File: config.mk
export PLATFORM = sky130hd
export DESIGN_NAME = fd_pipe
export DESIGN_NICKNAME = d
export VERILOG_FILES = /design/src/rtl/fd_pipe.sv
export SDC_FILE = /design/constraint.sdc
export NUM_CORES = 1
export LEC_CHECK = 0
export CORE_ASPECT_RATIO = 1.2
export CORE_MARGIN = 10
export CORE_UTILIZATION = 48
export DETAILED_ROUTE_END_ITERATION = 10
export PLACE_DENSITY_LB_ADDON = 0.1
export SETUP_SLACK_MARGIN = 0.05
export SLEW_MARGIN = 10
export SYNTH_ARGS = -nofsm -noshare
export SYNTH_HDL_FRONTEND = slang
export SYNTH_SLANG_ARGS = --single-unit
File: constraint.sdc
create_clock -name clk -period 4.7 [get_ports clk]
set_input_delay 0.94 -clock clk [delete_from_list [all_inputs] [get_ports clk]]
set_output_delay 0.94 -clock clk [all_outputs]
set_load 0.01 [all_outputs]
File: src/rtl/fd_pipe.sv
// fd_pipe: fetch-to-decode pipeline register with stall/flush/exception-flush and a saturating stall counter.
// Latency 1 cycle; Stop_D holds every register (fetch is held by the same signal). Optional macro: FD_FETCH_EXC_EN.
// Backpressure: none generated here; Stop_D from decode freezes this stage in place.
module fd_pipe #(
   parameter logic [31:0] IM_BASE = 32'h0000_3000,
   parameter logic [31:0] IM_END  = 32'h0000_6FFF,
   parameter logic [31:0] EXC_PC  = 32'h0000_4180
) (
   input  logic        clk,
   input  logic        reset,
   input  logic [31:0] PC_F_In,
   input  logic [31:0] Instr_F_In,
   input  logic        BD_F_In,
   input  logic        Stop_D,
   input  logic        Flush_D,
   input  logic        Req,
   output logic [31:0] PC_D_Out,
   output logic [31:0] PCPlus8_D_Out,
   output logic [31:0] Instr_D_Out,
   output logic        BD_D_Out,
   output logic        Valid_D_Out,
   output logic [4:0]  ExcCode_D_Out,
   output logic [31:0] StallCnt_Out
);

   localparam logic [4:0] EXC_NONE = 5'd0;
   localparam logic [4:0] EXC_ADEL = 5'd4;

   logic [31:0] pc_d;
   logic [31:0] pc8_d;
   logic [31:0] instr_d;
   logic        bd_d;
   logic        valid_d;
   logic [4:0]  exc_d;
   logic [31:0] stall_cnt;

   logic [31:0] load_instr;
   logic [4:0]  load_exc;
   logic [31:0] fetch_pc8;

   assign fetch_pc8 = PC_F_In + 32'd8;

`ifdef FD_FETCH_EXC_EN
   logic fetch_bad;

   // A faulting fetch still enters decode as valid so the exception reaches EPC with its PC.
   always_comb begin
      fetch_bad  = (PC_F_In[1:0] != 2'b00) || (PC_F_In < IM_BASE) || (PC_F_In > IM_END);
      load_instr = Instr_F_In;
      load_exc   = EXC_NONE;
      if (fetch_bad) begin
         load_instr = 32'd0;
         load_exc   = EXC_ADEL;
      end
   end
`else
   always_comb begin
      load_instr = Instr_F_In;
      load_exc   = EXC_NONE;
   end
`endif

   always_ff @(posedge clk) begin
      if (reset) begin
         pc_d      <= IM_BASE;
         pc8_d     <= IM_BASE + 32'd8;
         instr_d   <= 32'd0;
         bd_d      <= 1'b0;
         valid_d   <= 1'b0;
         exc_d     <= EXC_NONE;
         stall_cnt <= 32'd0;
      end else if (Req) begin
         pc_d      <= EXC_PC;
         pc8_d     <= EXC_PC + 32'd8;
         instr_d   <= 32'd0;
         bd_d      <= 1'b0;
         valid_d   <= 1'b0;
         exc_d     <= EXC_NONE;
      end else if (Stop_D) begin
         // Hold the pipeline contents; only the counter moves, saturating at all-ones.
         if (stall_cnt != 32'hFFFF_FFFF) begin
            stall_cnt <= stall_cnt + 32'd1;
         end
      end else if (Flush_D) begin
         pc_d      <= PC_F_In;
         pc8_d     <= fetch_pc8;
         instr_d   <= 32'd0;
         bd_d      <= 1'b0;
         valid_d   <= 1'b0;
         exc_d     <= EXC_NONE;
      end else begin
         pc_d      <= PC_F_In;
         pc8_d     <= fetch_pc8;
         instr_d   <= load_instr;
         bd_d      <= BD_F_In;
         valid_d   <= 1'b1;
         exc_d     <= load_exc;
      end
   end

   assign PC_D_Out      = pc_d;
   assign PCPlus8_D_Out = pc8_d;
   assign Instr_D_Out   = instr_d;
   assign BD_D_Out      = bd_d;
   assign Valid_D_Out   = valid_d;
   assign ExcCode_D_Out = exc_d;
   assign StallCnt_Out  = stall_cnt;

endmodule

==> results of run 1 <==
stage by stage:
step           hold WS, ns  util [%]  instances  setup WS [ns]  power, mW
2_1_floorplan        0.486         -        623           2.37       1.27
3_3_place_gp         0.448      66.4        941           1.59       1.42
3_5_place_dp         0.452      66.4        941           1.51       1.42
4_1_cts              0.461      71.0        970           1.94       2.61
5_1_grt              0.480      71.1        971           1.77       2.68
6_report             0.461      71.1        971           1.94       2.58
worst max-delay path: stages:
cell,delay [ns]
clkdlybuf4s50_1,0.57
ha_1,0.32
inv_1,0.11
nor4_4,0.46
and2_1,0.29
a41oi_1,0.14
a311oi_1,0.25
registers in the layout, indices dropped and copies added, names as in the netlist:
name and cells:
BD_D_Out 1, Instr_D_Out 32, PCPlus8_D_Out 29, PC_D_Out 32, StallCnt_Out 32, Valid_D_Out 1
area by class of cell:
type / count / area [um^2]
Timing Repair Buffer: 204 / 2020
Inverter: 8 / 30.0
Sequential cell: 127 / 2540
Fill cell: 930 / 3310
Clock buffer: 21 / 460
Multi-Input combinational cell: 445 / 2830
Tap cell: 157 / 196
Antenna cell: 1 / 2.50
Clock inverter: 8 / 67.6
cell usage in the layout, fill, tap and decap left out, types with 3 or more instances in the layout:
master / instances
a211oi_1: 7
nand2_1: 36
nor3_1: 5
and2_1: 3
nand4_1: 24
clkbuf_16: 17
a41oi_1: 3
mux2i_1: 24
nor2b_1: 20
conb_1: 5
o21bai_1: 9
nor4_4: 4
and4_1: 9
a22oi_1: 32
or3_1: 12
nor2_1: 92
clkdlybuf4s50_1: 197
o21ai_0: 19
and3_1: 11
a21oi_1: 41
a311oi_1: 4
mux2_2: 14
inv_1: 7
clkinv_2: 6
xor2_1: 14
dfxtp_1: 127
buf_4: 6
nand3_1: 20
a31oi_1: 4
xnor2_1: 4
a221oi_1: 3
routing by layer:
layer / global-route usage, % / vias to the layer above
met2: 36.3 / 185
met1: 22.4 / 2520
met4: 6.70 / 0
li1: - / 2580
met5: 0 / -
met3: 6.72 / 24
where the power goes:
group	switching (mW)	leakage [nW]	total, mW	internal (mW)
clock	0.443	0.264	1.18	0.738
sequential	0.0174	1.03	1.12	1.11
combinational	0.136	1.76	0.279	0.143
total	0.596	3.05	2.58	1.99
kinds of logic after synthesis:
| group | share of synthesized area [%] |
|---|---|
| and+or+nand+nor | 23.9 |
| DFF | 45.6 |
| muxes | 7.40 |
| xor gates and xnor gates | 2.83 |
| buffers and inverters | 4.17 |
| AOI/OAI and AO/OA | 15.6 |
| other | 0.0672 |
| adders and majority gates | 0.449 |
path summary, 6_finish.rpt:
path,start,endpoint,slack [ns],depth (start not counted)
setup reg to reg,StallCnt_Out[0],StallCnt_Out[19],2.26,6
hold reg to reg,PCPlus8_D_Out[5],PCPlus8_D_Out[5],0.46,2
hold / removal,PCPlus8_D_Out[5],PCPlus8_D_Out[5],0.46,2
setup / recovery,PC_F_In[3],PCPlus8_D_Out[25],1.94,7
==> impl_metrics.tcl, run 1 <==
set metrics [dict create \
    cp-end-kind "flip-flop" \
    fin_nets 875 \
    grt_max_degree 68 \
    finalHoldViolations 0 \
    avgViaCountPerCell 5.47 \
    cts_made_buffers 17 \
    ys_warn_count 0 \
    synthTopCellsByArea "dfxtp_1, nor2_1, mux2i_1" \
    synth.avg_cell_area_um2 9.01 \
    rows 43 \
    fin_crit_sh_pct 58.7 \
    clk-insertion-delay-late_ns 0.41 \
    place_hpwl_um 12800 \
    die_y_um 138 \
    yosys-top-cells-count "dfxtp_1, nor2_1, a21oi_1, nand2_1, a22oi_1" \
    ant_nets 0 \
    fin_crit_ns 2.76 \
    yosysTopAreaCell "dfxtp_1" \
    gr-usage-all-layers_pct 20.5 \
    wl_met1_um 6670 \
    cp.required_ns 5.02 \
    area_delta_synth_final_pct 46.1 \
    start_util_pct 48.7 \
    overflow 0 \
    die_area_mm2 0.0164 \
    p_leak_nw 3.05 \
    crit_path_start_kind "primary input" \
    ctsHoldBuffers 0 \
    fin_worst_skew_ns 0.00882 \
    die_w_um 118 \
    clock_path_buffers 2 \
    maxCapViolations 0 \
    synth_most_common_cell "dfxtp_1" \
    drtIter0Drc 390 \
    grt_pass1_wl_um 27400 \
    final_area_mm2 0.00815 \
    place.port_buffers 199 \
    ys_types 53 \
    drtPass1Iterations 5 \
    setup_viol 0 \
    place.gp.congestion 0.829 \
    vias 5309 \
    dr_wl_met2_um 9020 \
    remaining_drc_errors 0 \
    cp.arrival_ns 3.08 \
    cts_root_buf "clkbuf_16" \
    post_cts_buffers 0 \
    ys_seq_area_share_pct 45.6 \
    synth_edf_count 0 \
    ys_ff_latch 127 \
    core_area_mm2 0.0115 \
    antenna_found_initial 1 \
    irDropWorstVdd_uv 224 \
    worstPathMaxFanout 7 \
    post_drt_wl_per_cell_um 17.7 \
    max_slew_margin_pct 47.0 \
    crit_type "primary input to flip-flop" \
    hold_class "flip-flop to flip-flop" \
    drive_gt1_share_pct 8.24 \
    ctsResizeCount 0 \
    status "completed" \
    wl_met3_um 1210 \
    h-tree-depth 4 \
    cts_tree "built" \
    worst_slew_pin_slew_ns 0.789 \
    syn_area_mm2 0.00558 \
    grt_setup_unrepaired "false" \
    placed_cell_area_mm2 0.00761 \
    synth_async_sr_flop_share_pct 0 \
    finalSetupTns_ns 0 \
    synth_flop_cell "dfxtp_1" \
    top_layer "met4" \
    synth_top_area_share_pct 45.6 \
    wirelength_um 17200 \
    slew_violations 0 \
    grt_pass1_vias 5125 \
    power_density_mw_per_mm2 317 \
    clock.fmax_mhz 362 \
    synth_cells 619 \
    io_pins 205 \
    path_clk_slew_ns 0.05 \
    clock_sinks 127 \
]
Note: power is estimated with default switching activity, not from simulation.
==> run 2, diff against run 1 <==
--- a/config.mk
+++ b/config.mk
@@ -7,7 +7,7 @@
 export LEC_CHECK = 0
 export CORE_ASPECT_RATIO = 1.2
 export CORE_MARGIN = 10
-export CORE_UTILIZATION = 48
+export CORE_UTILIZATION = 45
 export DETAILED_ROUTE_END_ITERATION = 10
 export PLACE_DENSITY_LB_ADDON = 0.1
 export SETUP_SLACK_MARGIN = 0.05
==> constraint.sdc (replaced) <==
create_clock -name clk -period 2.7 [get_ports clk]
set_input_delay 0.54 -clock clk [delete_from_list [all_inputs] [get_ports clk]]
set_output_delay 0.54 -clock clk [all_outputs]
set_load 0.01 [all_outputs]
==> run 2 against run 1 <==
  * Critical path depth stayed put
  * Largest cell class unchanged
  * Sequential share of layout area is 1.1 points lower
  * Hold slack worse by 0.0049 ns
  * Clock skew is 0.0048 ns lower
  * Sequential cell count stayed put
  * Core utilization is 1.5 points lower
  * Cell area is 3.5% higher
  * Non-clock buffer count is 17 higher
==> impl_metrics.tcl, run 2 (synthesized netlist as in run 1, its figures left out) <==
set metrics [dict create \
    grt_pass1_wl_um 27500 \
    worstSetupStartpoint "StallCnt_Out[0]" \
    ctsHoldBuffers 0 \
    layout_common_cells "clkdlybuf4s50_1, dfxtp_1, nor2_1, a21oi_1, nand2_1" \
    worst_slew_pin_slew_ns 0.692 \
    met3_usage_pct 6.15 \
    nFillCells 1026 \
    grt_use_met1_pct 21.1 \
    place.port_buffers 199 \
    irDropWorstVdd_uv 378 \
    cts_made_buffers 17 \
    clock_path_buffers 2 \
    place_hpwl_um 13300 \
    ant_nets 0 \
    io_pins 205 \
    overflow 0 \
    crit_type "flip-flop to flip-flop" \
    final_common_cell "clkdlybuf4s50_1" \
    power_density_mw_per_mm2 591 \
    worstPathMaxFanout 16 \
    finalHoldViolations 0 \
    clock.fmax_mhz 423 \
    drtIter0Drc 299 \
    cts_root_buf "clkbuf_16" \
    grt_setup_unrepaired "false" \
    die_w_um 122 \
    crit_slowest_cell "nor4_2" \
    grt_pass1_vias 5279 \
    cp.required_ns 3.00 \
    wirelength_um 17500 \
    post_cts_buffers 0 \
    use_met2_pct 35.9 \
    drtPass1Iterations 5 \
    critical_path.cell_chain "ha_1 > nand3_1 > nor4_2 > a31oi_2 > buf_4 > and3b_2 > mux2_4" \
    status "completed" \
    antenna_found_initial 0 \
    core_area_mm2 0.0121 \
    clock_sinks 127 \
    max_slew_margin_pct 53.9 \
    cp-end-kind "flip-flop" \
    remaining_drc_errors 0 \
    slowest_delay_ns 0.43 \
    area_delta_synth_final_pct 51.2 \
    gr-usage-all-layers_pct 19.8 \
    setup_viol 0 \
    r2r-start "StallCnt_Out[0]" \
    die_area_mm2 0.0173 \
    cp.arrival_ns 2.66 \
    hold_class "flip-flop to flip-flop" \
    place.gp.congestion 0.889 \
    die_y_um 142 \
    path_clk_slew_ns 0.06 \
    finalSetupTns_ns 0 \
    grt_max_degree 59 \
    maxCapViolations 0 \
    vias 5326 \
    start_util_pct 46.1 \
    p_leak_nw 3.20 \
    reg2reg_setup_slack_ns 0.33 \
    drive_gt1_share_pct 10.7 \
    totalPowerFinal_mw 4.98 \
    avgViaCountPerCell 5.36 \
    slew_violations 0 \
    fin_crit_sh_pct 87.6 \
    rows 44 \
    grt-busiest-layer "met2" \
    fin_nets 892 \
    hp-start "PC_D_Out[31]" \
    cts_tree "built" \
    crit_path_start_kind "flip-flop" \
    clk-insertion-delay-late_ns 0.41 \
    fin_worst_skew_ns 0.00405 \
    ctsResizeCount 0 \
    diodes 0 \
    h-tree-depth 4 \
    fin_crit_ns 2.37 \
    post_drt_wl_per_cell_um 17.6 \
]
-- run 2: cell count changes in the layout (fill, tap and decap cells not counted) --
cell | before | now
buf_12 | 0 | 2
buf_4 | 6 | 21
bufinv_16 | 1 | 5
clkbuf_1 | 2 | 0
clkinv_2 | 6 | 2
clkinv_4 | 0 | 3
clkinvlp_4 | 1 | 2
diode_2 | 1 | 0
inv_6 | 0 | 1
nor2_2 | 0 | 1
nor2_4 | 1 | 0
-- run 2: worst paths after layout --
kind / end / cells after the start
setup / recovery: StallCnt_Out[19] / 7
hold / removal: PC_D_Out[31] / 2
setup reg to reg: StallCnt_Out[19] / 7
hold reg to reg: PC_D_Out[31] / 2
-- run 2: power by group --
group | internal (mW) | switching, mW
logic | 0.265 | 0.242
clock network | 1.69 | 0.830
registers | 1.93 | 0.0301
total | 3.88 | 1.10
-- run 2: metal layers --
| metal | share of wire [%] | up-vias |
|---|---|---|
| li1 | - | 2627 |
| met1 | 38 | 2539 |
| met2 | 54 | 148 |
| met3 | 6.8 | 12 |
| met4 | 1.1 | 0 |
| met5 | 0 | - |
-- run 2: per-stage QoR --
step           worst slack [ns]  std cells  util (%)  hold WS (ns)  cell area [um^2]
2_1_floorplan             0.609        623         -         0.486              5590
3_3_place_gp              0.136        962      64.1         0.448              7770
3_5_place_dp             0.0705        962      64.1         0.455              7770
4_1_cts                   0.345        994      69.6         0.462              8430
5_1_grt                   0.206        994      69.6         0.476              8430
6_report                  0.334        994      69.6         0.456              8430
-- run 2: cell type report --
cell class	count	area, um^2	area share (%)
multi-input cells	445	2820	33.4
flip-flops and latches	127	2540	30.2
repair buffers	221	2170	25.8
clock buffers	19	453	5.37
clock inverters	13	210	2.49
well taps	161	201	2.39
inverters	8	30.0	0.356
-- run 2: worst max-delay path: cells and delay by family (launching register included) --
family                     cells  cell delay, ns
and+or+nand+nor                3            0.90
DFF                            1            0.42
adders and majority gates      1            0.29
muxes                          1            0.29
buffers and inverters          1            0.22
AOI/OAI and AO/OA              1            0.13
